`config.mk`:
```
export PLATFORM = sky130hd
export DESIGN_NAME = spi_master_core_flat
export DESIGN_NICKNAME = d
export VERILOG_FILES = /design/src/rtl/spi_master_core_if.sv /design/src/rtl/spi_master_core.sv /design/src/flat_wrapper.sv
export SDC_FILE = /design/constraint.sdc
export NUM_CORES = 1
export LEC_CHECK = 0
export BUFFER_PORTS_ARGS = -buffer_cell sky130_fd_sc_hd__buf_2
export CORE_ASPECT_RATIO = 1.4
export CORE_UTILIZATION = 60
export DETAILED_ROUTE_END_ITERATION = 8
export GPL_ROUTABILITY_DRIVEN = 0
export GPL_TIMING_DRIVEN = 1
export PLACE_DENSITY = 0.83
export SLEW_MARGIN = 20
export SYNTH_ARGS = -nofsm -noshare
export SYNTH_HDL_FRONTEND = slang
export SYNTH_SLANG_ARGS = --single-unit
```
`constraint.sdc`:
```
create_clock -name i_clk_sys -period 3.83 [get_ports i_clk_sys]
set_input_delay 0.766 -clock i_clk_sys [delete_from_list [all_inputs] [get_ports i_clk_sys]]
set_output_delay 0.766 -clock i_clk_sys [all_outputs]
set_load 0.05 [all_outputs]
```
`src/rtl/spi_master_core_if.sv`:
```
// Command-side handshake between the UART/SPI command controller and spi_master_core.
interface spi_master_core_if #(
   parameter int SPI_ADDR_WIDTH = 6,
   parameter int SPI_DATA_WIDTH = 20
);
   logic                      i_spi_start;
   logic                      i_spi_rw;
   logic [SPI_ADDR_WIDTH-1:0] i_spi_addr;
   logic [SPI_DATA_WIDTH-1:0] i_spi_wdata;
   logic                      o_spi_data_valid;
   logic [SPI_DATA_WIDTH-1:0] o_spi_rdata;
   logic                      o_busy;

   modport master (output i_spi_start, i_spi_rw, i_spi_addr, i_spi_wdata,
                   input  o_spi_data_valid, o_spi_rdata, o_busy);
   modport slave  (input  i_spi_start, i_spi_rw, i_spi_addr, i_spi_wdata,
                   output o_spi_data_valid, o_spi_rdata, o_busy);
endinterface

```
`src/rtl/spi_master_core.sv`:
```
// Mode-0 SPI master: shifts {rw, addr, wdata} frames MSB first and returns captured read words.
// Optional macro SPI_START_QUEUE_EN adds a one-deep queue for starts arriving mid-frame.
module spi_master_core #(
   parameter int SPI_ADDR_WIDTH = 6,
   parameter int SPI_DATA_WIDTH = 20,
   parameter int CLK_DIV        = 4
) (
   input  logic             i_clk_sys,
   input  logic             i_rst,
   spi_master_core_if.slave io_cmd,
   output logic             o_spi_sclk,
   output logic             o_spi_cs_n,
   output logic             o_spi_mosi,
   input  logic             i_spi_miso
);
   localparam int FRAME_W = 1 + SPI_ADDR_WIDTH + SPI_DATA_WIDTH;
   localparam int DIV_W   = (CLK_DIV > 1) ? $clog2(CLK_DIV) : 1;
   localparam logic [DIV_W-1:0] DIV_LAST = DIV_W'(CLK_DIV - 1);
   localparam logic [4:0]       BIT_LAST = 5'(FRAME_W - 1);

   localparam logic [2:0] S_IDLE  = 3'd0;
   localparam logic [2:0] S_SETUP = 3'd1;
   localparam logic [2:0] S_SHIFT = 3'd2;
   localparam logic [2:0] S_HOLD  = 3'd3;
   localparam logic [2:0] S_DONE  = 3'd4;
   localparam logic [2:0] S_GAP   = 3'd5;

   logic [2:0]                r_state;
   logic [DIV_W-1:0]          r_div;
   logic [4:0]                r_bit;
   logic [FRAME_W-1:0]        r_shift;
   logic [SPI_DATA_WIDTH-1:0] r_cap;
   logic                      r_rw;
   logic                      r_sclk;
   logic                      r_cs_n;
   logic                      r_busy;
   logic                      r_valid;
   logic [SPI_DATA_WIDTH-1:0] r_rdata;

   logic [SPI_DATA_WIDTH-1:0] w_wdata;
   logic [FRAME_W-1:0]        w_frame;
   logic                      w_div_end;
   logic                      w_queue;

   // Read frames shift zeros in the data field.
   assign w_wdata   = io_cmd.i_spi_rw ? '0 : io_cmd.i_spi_wdata;
   assign w_frame   = {io_cmd.i_spi_rw, io_cmd.i_spi_addr, w_wdata};
   assign w_div_end = (r_div == DIV_LAST);

`ifdef SPI_START_QUEUE_EN
   logic               r_pend_vld;
   logic [FRAME_W-1:0] r_pend_frame;

   // DONE chains into the gap/accept path when a start is pending or arrives right then.
   assign w_queue = r_pend_vld | io_cmd.i_spi_start;

   always_ff @(posedge i_clk_sys) begin
      if (i_rst) begin
         r_pend_vld   <= 1'b0;
         r_pend_frame <= '0;
      end else if (r_state == S_GAP && w_div_end) begin
         r_pend_vld <= 1'b0;
      end else if (io_cmd.i_spi_start && r_state != S_IDLE && !r_pend_vld) begin
         r_pend_vld   <= 1'b1;
         r_pend_frame <= w_frame;
      end
   end
`else
   assign w_queue = 1'b0;
`endif

   always_ff @(posedge i_clk_sys) begin
      if (i_rst) begin
         r_state <= S_IDLE;
         r_div   <= '0;
         r_bit   <= '0;
         r_shift <= '0;
         r_cap   <= '0;
         r_rw    <= 1'b0;
         r_sclk  <= 1'b0;
         r_cs_n  <= 1'b1;
         r_busy  <= 1'b0;
         r_valid <= 1'b0;
         r_rdata <= '0;
      end else begin
         r_valid <= 1'b0;
         case (r_state)
            S_IDLE: begin
               if (io_cmd.i_spi_start) begin
                  r_shift <= w_frame;
                  r_rw    <= w_frame[FRAME_W-1];
                  r_cs_n  <= 1'b0;
                  r_busy  <= 1'b1;
                  r_div   <= '0;
                  r_bit   <= '0;
                  r_state <= S_SETUP;
               end
            end
            S_SETUP: begin
               if (w_div_end) begin
                  r_div   <= '0;
                  r_state <= S_SHIFT;
               end else begin
                  r_div <= r_div + 1'b1;
               end
            end
            S_SHIFT: begin
               if (!w_div_end) begin
                  r_div <= r_div + 1'b1;
               end else begin
                  r_div <= '0;
                  if (!r_sclk) begin
                     r_sclk <= 1'b1;
                     r_cap  <= {r_cap[SPI_DATA_WIDTH-2:0], i_spi_miso};
                  end else begin
                     r_sclk <= 1'b0;
                     if (r_bit == BIT_LAST) begin
                        r_state <= S_HOLD;
                     end else begin
                        r_bit   <= r_bit + 1'b1;
                        r_shift <= {r_shift[FRAME_W-2:0], 1'b0};
                     end
                  end
               end
            end
            S_HOLD: begin
               if (w_div_end) begin
                  r_div   <= '0;
                  r_cs_n  <= 1'b1;
                  r_state <= S_DONE;
               end else begin
                  r_div <= r_div + 1'b1;
               end
            end
            S_DONE: begin
               if (r_rw) begin
                  r_rdata <= r_cap;
                  r_valid <= 1'b1;
               end
               r_shift <= '0;
               r_busy  <= w_queue;
               r_state <= w_queue ? S_GAP : S_IDLE;
            end
`ifdef SPI_START_QUEUE_EN
            S_GAP: begin
               // cs_n stays high through DONE plus CLK_DIV gap cycles before the queued frame.
               if (w_div_end) begin
                  r_div   <= '0;
                  r_shift <= r_pend_frame;
                  r_rw    <= r_pend_frame[FRAME_W-1];
                  r_cs_n  <= 1'b0;
                  r_bit   <= '0;
                  r_state <= S_SETUP;
               end else begin
                  r_div <= r_div + 1'b1;
               end
            end
`endif
            default: r_state <= S_IDLE;
         endcase
      end
   end

   assign o_spi_sclk              = r_sclk;
   assign o_spi_cs_n              = r_cs_n;
   assign o_spi_mosi              = r_shift[FRAME_W-1];
   assign io_cmd.o_busy           = r_busy;
   assign io_cmd.o_spi_data_valid = r_valid;
   assign io_cmd.o_spi_rdata      = r_rdata;
endmodule

```
`src/flat_wrapper.sv`:
```
// flat-port wrapper written by rule: the top's interface ports become plain ports
module spi_master_core_flat 
#(
   parameter int SPI_ADDR_WIDTH = 6,
   parameter int SPI_DATA_WIDTH = 20,
   parameter int CLK_DIV        = 4
)
  (i_clk_sys, i_rst, o_spi_sclk, o_spi_cs_n, o_spi_mosi, i_spi_miso, io_cmd_i_spi_start, io_cmd_i_spi_rw, io_cmd_i_spi_addr, io_cmd_i_spi_wdata, io_cmd_o_spi_data_valid, io_cmd_o_spi_rdata, io_cmd_o_busy);
  spi_master_core_if #(.SPI_ADDR_WIDTH(SPI_ADDR_WIDTH), .SPI_DATA_WIDTH(SPI_DATA_WIDTH)) io_cmd_i ();
  input  logic i_clk_sys;
  input  logic i_rst;
  output logic o_spi_sclk;
  output logic o_spi_cs_n;
  output logic o_spi_mosi;
  input  logic i_spi_miso;
  input wire logic [$bits(io_cmd_i.i_spi_start)-1:0] io_cmd_i_spi_start;
  input wire logic [$bits(io_cmd_i.i_spi_rw)-1:0] io_cmd_i_spi_rw;
  input wire logic [$bits(io_cmd_i.i_spi_addr)-1:0] io_cmd_i_spi_addr;
  input wire logic [$bits(io_cmd_i.i_spi_wdata)-1:0] io_cmd_i_spi_wdata;
  output wire logic [$bits(io_cmd_i.o_spi_data_valid)-1:0] io_cmd_o_spi_data_valid;
  output wire logic [$bits(io_cmd_i.o_spi_rdata)-1:0] io_cmd_o_spi_rdata;
  output wire logic [$bits(io_cmd_i.o_busy)-1:0] io_cmd_o_busy;
  assign io_cmd_i.i_spi_start = io_cmd_i_spi_start;
  assign io_cmd_i.i_spi_rw = io_cmd_i_spi_rw;
  assign io_cmd_i.i_spi_addr = io_cmd_i_spi_addr;
  assign io_cmd_i.i_spi_wdata = io_cmd_i_spi_wdata;
  assign io_cmd_o_spi_data_valid = io_cmd_i.o_spi_data_valid;
  assign io_cmd_o_spi_rdata = io_cmd_i.o_spi_rdata;
  assign io_cmd_o_busy = io_cmd_i.o_busy;
  spi_master_core #(.SPI_ADDR_WIDTH(SPI_ADDR_WIDTH), .SPI_DATA_WIDTH(SPI_DATA_WIDTH), .CLK_DIV(CLK_DIV)) u_core (.i_clk_sys(i_clk_sys), .i_rst(i_rst), .io_cmd(io_cmd_i), .o_spi_sclk(o_spi_sclk), .o_spi_cs_n(o_spi_cs_n), .o_spi_mosi(o_spi_mosi), .i_spi_miso(i_spi_miso));
endmodule
```
; ---- Word-level counts from Yosys, hierarchy flattened
; Cells that the tools add are included.
[word_totals]
register_bits = 82
mem_bits_rw = 0
wordCells = 74
memories = 0
out_inout_bits = 25
latch_bits = 0
romBits = 0
[op_classes]
muxes = 28
addsub = 2
bitwise_logic = 2
mul = 0
n_lt_le_gt_ge = 0
n_div = 0
shift = 0
eq_ne = 13
n_reduce_logical = 18
[op_table]
columns = op, count
row1 = $mux 27, 4
row2 = $pmux 27 s3, 1
row3 = $mux 20, 1
row4 = $mux 5, 4
row5 = $mux 3, 6
row6 = $pmux 3 s4, 1
row7 = $ne 2x1->1 const B, 5
row8 = $pmux 5 s2, 1
row9 = $reduce_and 2->1, 5
row10 = $reduce_and 5->1, 2
row11 = $reduce_bool 2->1, 4
row12 = $eq 3x2->1 const B, 2
row13 = $reduce_and 3->1, 2
row14 = $reduce_and 6->1, 1
row15 = $add 5x1->5 const B, 1
row16 = $eq 5x5->1 const B, 1
row17 = $mux 1, 5
row18 = $mux 2, 2
row19 = $ne 2x2->1 const B, 2
row20 = $pmux 1 s2, 2
row21 = $pmux 2 s2, 1
row22 = $eq 3x1->1 const B, 1
row23 = $eq 3x3->1 const B, 1
row24 = $logic_not 3->1, 1
row25 = 6 further kinds, 7

; ---- Depth between registers and ports, before layout
; Gate-level depths: netlist of run 1.
[depth]
depth_word = 5
ltp_mapped = 7
depth_no_buf = 6

; ---- Least setup slack after synthesis of run 1
; Ideal clock, no wire load.
[synth_timing]
kind = in2reg
startpoint = input port i_rst
endpoint = register u_core.r_valid, in the netlist u_core.io_cmd.o_spi_data_valid
n_path_buf = 3
t_arrival_ns = 1.645
stages = 4
setup_slack_ns = 2.057
cell_sequence = clkbuf_1 -> clkbuf_1 -> clkbuf_1 -> nor2_1
[synth_between]
elab_chain_cells = 1
[synth_lines]
columns = element, line
row1 = from (decl), flat_wrapper.sv:11  ; input logic i_rst;
row2 = $reduce_or 2->1 (no source line), -
row3 = to (signal assigned), spi_master_core.sv:83  ; r_valid <= 1'b0;
row4 = to (signal assigned), spi_master_core.sv:86  ; r_valid <= 1'b0;
row5 = to (signal assigned), spi_master_core.sv:138  ; r_valid <= 1'b1;
row6 = to (decl), spi_master_core.sv:37  ; logic r_valid;
; No other way between the ends.
; A chain may end at the register's enable or synchronous reset.

; ---- Worst setup path after layout of run 1
[layout_timing]
startpoint = register u_core.r_state[0]
endpoint = register u_core.r_shift[25]
[layout_between]
elab_chain_cells = 3
word_cells_on_any_way = 10
[layout_lines]
columns = element, line
row1 = from (decl), spi_master_core.sv:28  ; logic [2:0] r_state;
row2 = from (signal assigned), spi_master_core.sv:142  ; r_state <= w_queue ? S_GAP : S_IDLE;
row3 = $eq 3x2->1 (tied with other cells), spi_master_core.sv:87  ; case (r_state)
row4 = $ne 2x1->1 (no source line) (tied with other cells), -
row5 = $reduce_and 5->1 (no source line), -
row6 = to (signal assigned), spi_master_core.sv:90  ; r_shift <= w_frame;
row7 = to (signal assigned), spi_master_core.sv:121  ; r_shift <= {r_shift[FRAME_W-2:0], 1'b0};
row8 = to (decl), spi_master_core.sv:31  ; logic [FRAME_W-1:0] r_shift;
; Several ways; a longest one is shown, not always the timed one.

==> results of run 1 <==
cell usage after synthesis (2+ instances only):
| cell type | count | share of area |
|---|---|---|
| mux2i_1 | 2 | 0.0049 |
| a211oi_1 | 2 | 0.0037 |
| clkbuf_1 | 25 | 0.023 |
| o21a_1 | 19 | 0.035 |
| buf_2 | 8 | 0.0099 |
| o41ai_1 | 19 | 0.041 |
| nand3b_1 | 22 | 0.041 |
| a21o_1 | 2 | 0.0037 |
| nor2_1 | 7 | 0.0065 |
| a21oi_1 | 72 | 0.089 |
| a32oi_1 | 7 | 0.015 |
| buf_6 | 8 | 0.022 |
| nor3_1 | 2 | 0.0025 |
| o21ai_1 | 7 | 0.0086 |
| dfxtp_1 | 82 | 0.40 |
| o21ai_0 | 25 | 0.031 |
| buf_4 | 7 | 0.013 |
| inv_1 | 2 | 0.0019 |
| nand3_1 | 4 | 0.0049 |
| ha_1 | 3 | 0.0093 |
| a211o_1 | 7 | 0.015 |
| a31oi_1 | 2 | 0.0031 |
| nor2b_1 | 20 | 0.031 |
| nor3b_1 | 19 | 0.035 |
| nand2_1 | 97 | 0.090 |
| and3_1 | 2 | 0.0031 |
layer usage:
metal	global-route usage	vias up
met2	0.434	67
met4	0.113	0
met5	0	-
met3	0.0446	19
met1	0.312	1674
li1	-	1796
stage by stage:
step | setup slack [ns] | instances | power, W | utilization
2_1_floorplan | 2.06 | 492 | 0.00105 | -
3_3_place_gp | 1.43 | 581 | 0.00108 | 0.641
3_5_place_dp | 1.35 | 581 | 0.00109 | 0.641
4_1_cts | 1.40 | 596 | 0.00170 | 0.670
5_1_grt | 1.19 | 596 | 0.00175 | 0.670
6_report | 1.39 | 596 | 0.00169 | 0.670
flip-flops by register name, indices dropped and copies added, names as in the netlist:
register and cells:
u_core.o_spi_sclk 1, u_core.io_cmd.o_spi_data_valid 1, u_core.io_cmd.o_busy 1, u_core.r_state 3
u_core.r_bit 5, u_core.r_div 2, u_core.r_shift 27, u_core.r_rw 1
u_core.o_spi_cs_n 1, u_core.r_cap 20, u_core.io_cmd.o_spi_rdata 20
cell families after synthesis:
logic type                 after synthesis
AOI/OAI and AO/OA                      167
xor gates and xnor gates                 2
adders and majority gates                3
buffers and inverters                   51
DFF                                     82
muxes                                    2
and+or+nand+nor                        185
layout make-up:
| type | count | share of cell area |
|---|---|---|
| clock inverter | 4 | 0.0119 |
| inverter | 3 | 0.00256 |
| timing repair buffer | 63 | 0.0761 |
| sequential | 82 | 0.373 |
| tap | 74 | 0.0210 |
| multi-input combinational | 359 | 0.483 |
| clock buffer | 11 | 0.0321 |
worst min-delay path, cell delays in order (launching register included):
cell	delay, ns
dfxtp_1	0.31
nand2_1	0.05
a21oi_1	0.05
path summary, 6_finish.rpt:
path	start	endpoint	slack, ns	depth (start not counted)
max	u_core.r_state[0]$_SDFFE_PP0P_	u_core.r_shift[25]$_SDFFE_PP0P_	1.39	4
min reg2reg	u_core.io_cmd.o_spi_rdata[15]$_SDFFE_PP0P_	u_core.io_cmd.o_spi_rdata[15]$_SDFFE_PP0P_	0.45	2
min	u_core.io_cmd.o_spi_rdata[15]$_SDFFE_PP0P_	u_core.io_cmd.o_spi_rdata[15]$_SDFFE_PP0P_	0.45	2
max reg2reg	u_core.r_state[0]$_SDFFE_PP0P_	u_core.r_shift[25]$_SDFFE_PP0P_	1.39	4
power breakdown:
part | total, W | switching [W] | internal [W] | leakage (nW)
Clock | 0.000613 | 0.000296 | 0.000317 | 0.0994
Combinational | 0.000167 | 0.0000947 | 0.0000722 | 0.841
Sequential | 0.000906 | 0.0000309 | 0.000876 | 0.665
Total | 0.00169 | 0.000421 | 0.00126 | 1.61
==> results.py, run 1 <==
metrics = {
    "cells_and_area": {
        "diodes": 0,
        "final_cell_mix": "97 x nand2_1, 81 x dfxtp_1, 72 x a21oi_1",
        "fin_area_um2": 4400,
        "nets": 552,
        "final_common_cell": "nand2_1",
        "layout-drive-gt1-share": 0.167,
        "fillers": 558,
        "regArea_um2": 1640,
        "area_growth_pct": 8.54,
        "multi_input_area_um2": 2130,
    },
    "cts": {
        "clock-sinks": 82,
        "cts_tree": "yes",
        "cts_max_level": 3,
        "clock_path_buffers": 2,
        "clkTransAtPathRegs_ns": 0.08,
        "clkLatencyLatePin_ns": 0.35,
        "cts_setup_buffers": 0,
        "cts_resized": 0,
        "cts_hold_buf": 0,
        "root_buffer": "clkbuf_8",
        "cts_buffers": 9,
    },
    "yosys": {
        "synthSimpleGateAreaFrac": 0.243,
        "postSynthAreaPerCell_um2": 8.25,
        "ys_seq_elements": 82,
        "synth_enable_flop_cells": 0,
        "yosysSeqAreaShare": 0.405,
        "synth_top_family_by_area": "compound AO/OA/AOI/OAI gates",
        "syn-cell-area_um2": 4060,
        "netlist_instances": 492,
        "synthDistinctLibCells": 46,
        "synthFlopType": "dfxtp_1",
        "synth_compound_area_frac": 0.263,
        "synthMuxAreaShare": 0.00493,
        "ys_warn_count": 0,
        "synth.net_count": 526,
        "synthXorXnorAreaFrac": 0.00432,
        "synthAdderAreaFrac": 0.00925,
        "async_reset_ff_frac": 0,
    },
    "route": {
        "num_vias": 3556,
        "wire_per_inst_um": 14.3,
        "antenna_left": 0,
        "dr_wl_met3_um": 284,
        "top_layer_used": "met4",
        "routed_wl_um": 8510,
        "drt-met1-wl_um": 3760,
        "routed-wl-met2_um": 4270,
        "route.detailed.drc": 0,
        "dr.pass1.iters": 4,
        "first_iter_violations": 217,
        "viasPerCell": 5.97,
    },
    "worst_setup_path": {
        "slowest_stage": "dfxtp_2",
        "cp_top_family": "compound AO/OA/AOI/OAI gates",
        "worst_ep_arrival_time_ns": 2.71,
        "cp_cell_sequence": "a21o_1, nand2_1, a211o_1, a21oi_1",
        "critPathCaptureType": "register",
        "cp_max_fo": 66,
        "crit_required_ns": 4.10,
        "path_buf_inv": 0,
        "worstSetupPathType": "register to register",
        "cp-start-kind": "register",
        "critPathMaxStageDelay_ns": 1.03,
    },
    "global_routing": {
        "grtUsageTotal": 0.254,
        "grt_antenna_before_repair": 0,
        "grt.overflow.total": 0,
        "grt_pass1_wl_um": 14500,
        "grt_pass1_vias": 3291,
        "grt_start_max_net_pins": 67,
    },
    "sta": {
        "relSlewSlack": 0.298,
        "skew_ns": 0.0108,
        "timing.final.crit_share": 0.637,
        "rsz0062_at_grt": "false",
        "worstMarginPinSlew_ns": 1.05,
        "final-hold-violation-count": 0,
        "holdWs_ns": 0.455,
        "clock.fmax_mhz": 410,
        "setup_tns_ns": 0,
        "report.final.slew_viol_count": 0,
        "min_period_ns": 2.44,
        "finalSetupViolCount": 0,
    },
    "placement": {
        "dpl.hpwl_um": 5550,
        "place_area_um2": 4210,
        "portBuffers": 55,
    },
    "floorplan": {
        "io_pins": 56,
        "dieArea_um2": 7100,
        "core-area_um2": 6570,
        "row_count": 35,
        "die_y_um": 99.3,
        "fp.dieW_um": 71.5,
        "initial_utilization": 0.618,
    },
    "hold_path": {
        "hold_class": "register to register",
    },
    "flow_run": {
        "drv_cap": 0,
    },
    "outcome": {
        "status": "finished clean",
    },
    "pwr": {
        "ir_drop_mv": 0.284,
        "leakage_nw": 1.61,
        "power_density_nw_per_um2": 383,
    },
}
(Power assumes the default switching activity.)
==> inputs of run 2 (changes only) <==
CORE_UTILIZATION = 57   (was 60)
PLACE_DENSITY = 0.79   (was 0.83)
clock period = 2.27 ns   (was 3.83 ns; I/O delays follow)
==> results.py, run 2 (synthesized netlist as in run 1, its figures left out) <==
metrics = {
    "worst_setup_path": {
        "ff2ff_setup_slack_ns": 0.32,
        "slowest_stage": "dfxtp_1",
        "path_buf_inv": 2,
        "cp_cell_sequence": "buf_4, nor2b_1, buf_4, a32oi_1, a211o_1, a21oi_1",
        "worstSetupPathType": "register to register",
        "critPathMaxStageDelay_ns": 0.58,
        "r2r_end": "u_core.r_shift[21]$_SDFFE_PP0P_",
        "cp_max_fo": 15,
        "cp_num_cells": 6,
        "critPathCaptureType": "register",
        "cp_top_family": "flip-flops",
        "crit_required_ns": 2.56,
        "rr_worst_depth": 6,
        "cp_common_cell": "buf_4",
        "r2r_start": "u_core.r_state[1]$_SDFFE_PP0P_",
        "cp-start-kind": "register",
        "worst_ep_arrival_time_ns": 2.24,
    },
    "route": {
        "wire_per_inst_um": 14.2,
        "first_iter_violations": 182,
        "top_layer_used": "met4",
        "antenna_left": 0,
        "viasPerCell": 5.68,
        "routed-wl-met2_um": 4490,
        "dr.pass1.iters": 4,
        "dr_wl_met3_um": 318,
        "drt-met1-wl_um": 3910,
        "routed_wl_um": 8870,
        "num_vias": 3547,
        "route.detailed.drc": 0,
    },
    "floorplan": {
        "die_y_um": 102,
        "dieArea_um2": 7460,
        "initial_utilization": 0.585,
        "core-area_um2": 6940,
        "io_pins": 56,
        "row_count": 36,
        "fp.dieW_um": 73.3,
    },
    "pwr": {
        "power_density_nw_per_um2": 660,
        "p_int_w": 0.00223,
        "switchingPower_w": 0.000756,
        "p_seq_frac": 0.504,
        "p_comb_frac": 0.106,
        "pwr-share-clk": 0.390,
        "swShare": 0.253,
        "ir_drop_mv": 0.489,
        "leakage_nw": 1.66,
    },
    "cells_and_area": {
        "multi_input_area_um2": 2130,
        "largest_register_ffs": 27,
        "final_cell_mix": "97 x nand2_1, 81 x dfxtp_1, 72 x a21oi_1",
        "regMostFlops": "u_core.r_shift",
        "stdcell_count": 625,
        "fin_util": 0.652,
        "layout-drive-gt1-share": 0.181,
        "fillers": 606,
        "nets": 559,
        "regArea_um2": 1640,
        "area_growth_pct": 11.5,
        "final_common_cell": "nand2_1",
        "diodes": 0,
    },
    "placement": {
        "portBuffers": 55,
        "numPlacedInstances": 609,
        "dpl.hpwl_um": 5740,
    },
    "global_routing": {
        "grt_pass1_vias": 3319,
        "grt.overflow.total": 0,
        "grt_pass1_wl_um": 14700,
        "grt_antenna_before_repair": 0,
        "grtUsageTotal": 0.251,
        "grt_start_max_net_pins": 98,
    },
    "flow_run": {
        "drv_cap": 0,
    },
    "hold_path": {
        "hold_class": "input pin to register",
        "worstHoldStart": "i_spi_miso",
        "hold-path-cell-count": 3,
        "hold_path_end": "u_core.r_cap[0]$_SDFFE_PP0P_",
    },
    "sta": {
        "clock.fmax_mhz": 512,
        "setup_tns_ns": 0,
        "timing.final.crit_share": 0.861,
        "relSlewSlack": 0.504,
        "finalSetupViolCount": 0,
        "skew_ns": 0.0109,
        "rsz0062_at_grt": "false",
        "min_period_ns": 1.95,
        "report.final.slew_viol_count": 0,
        "final-hold-violation-count": 0,
        "worstMarginPinSlew_ns": 0.743,
    },
    "cts": {
        "clkTransAtPathRegs_ns": 0.09,
        "cts_hold_buf": 0,
        "cts_max_level": 3,
        "cts_tree": "yes",
        "clock_path_buffers": 2,
        "cts_setup_buffers": 0,
        "cts_resized": 0,
        "cts_buffers": 9,
        "clock-sinks": 82,
        "root_buffer": "clkbuf_8",
        "clkLatencyLatePin_ns": 0.36,
    },
    "outcome": {
        "status": "finished clean",
    },
}
==> run 2: cell count changes in the layout (fill, tap and decap cells not counted), sizes merged <==
cell    delta
clkinv     +1
bufinv     +1
buf        +7
clkbuf     -1
==> run 2: worst max path at each step <==
stage,start,endpoint,slack (ns)
after floorplan,u_core.o_spi_sclk$_SDFFE_PP0P_,u_core.r_shift[22]$_SDFFE_PP0P_,0.54
after global placement,u_core.r_div[0]$_SDFFE_PP0P_,u_core.r_cap[0]$_SDFFE_PP0P_,0.29
after detailed placement,u_core.r_div[0]$_SDFFE_PP0P_,u_core.r_cap[10]$_SDFFE_PP0P_,0.16
after CTS,u_core.r_div[0]$_SDFFE_PP0P_,u_core.r_cap[10]$_SDFFE_PP0P_,0.15
after global routing,u_core.r_state[1]$_SDFFE_PP0P_,u_core.r_shift[20]$_SDFFE_PP0P_,0.15
final,u_core.r_state[1]$_SDFFE_PP0P_,u_core.r_shift[21]$_SDFFE_PP0P_,0.32
==> run 2: final cells by class <==
class | count | area share
multi-input combinational | 359 | 0.471
sequential | 82 | 0.363
timing repair buffer | 70 | 0.0885
clock buffer | 10 | 0.0282
tap | 95 | 0.0263
clock inverter | 6 | 0.0202
inverter | 3 | 0.00249
==> run 2: tightest hold or removal path: stages <==
cell     delay [ns]
buf_2          0.10
nand2_1        0.05
a21oi_1        0.05
==> run 2: power by group through the flow <==
stage	logic [W]	clock network [W]	registers (W)
3_3_place_gp	0.000307	0	0.00154
6_report	0.000317	0.00116	0.00151
5_1_grt	0.000351	0.00124	0.00151
3_5_place_dp	0.000317	0	0.00154
2_1_floorplan	0.000235	0	0.00154
4_1_cts	0.000318	0.00119	0.00150
==> run 2: routing by layer <==
| layer | vias to the layer above | track usage |
|---|---|---|
| met2 | 71 | 0.457 |
| met1 | 1653 | 0.277 |
| met5 | - | 0 |
| met3 | 11 | 0.0542 |
| met4 | 0 | 0.108 |
| li1 | 1812 | - |
==> run 2: stage by stage <==
| step | setup WS, ns | area, um^2 | power [W] | hold slack [ns] |
|---|---|---|---|---|
| floorplan | 0.540 | 4060 | 0.00178 | 0.432 |
| global placement | 0.288 | 4300 | 0.00184 | 0.442 |
| detailed placement | 0.161 | 4300 | 0.00185 | 0.446 |
| CTS | 0.148 | 4520 | 0.00301 | 0.318 |
| global route | 0.146 | 4520 | 0.00310 | 0.323 |
| finish | 0.315 | 4520 | 0.00299 | 0.334 |
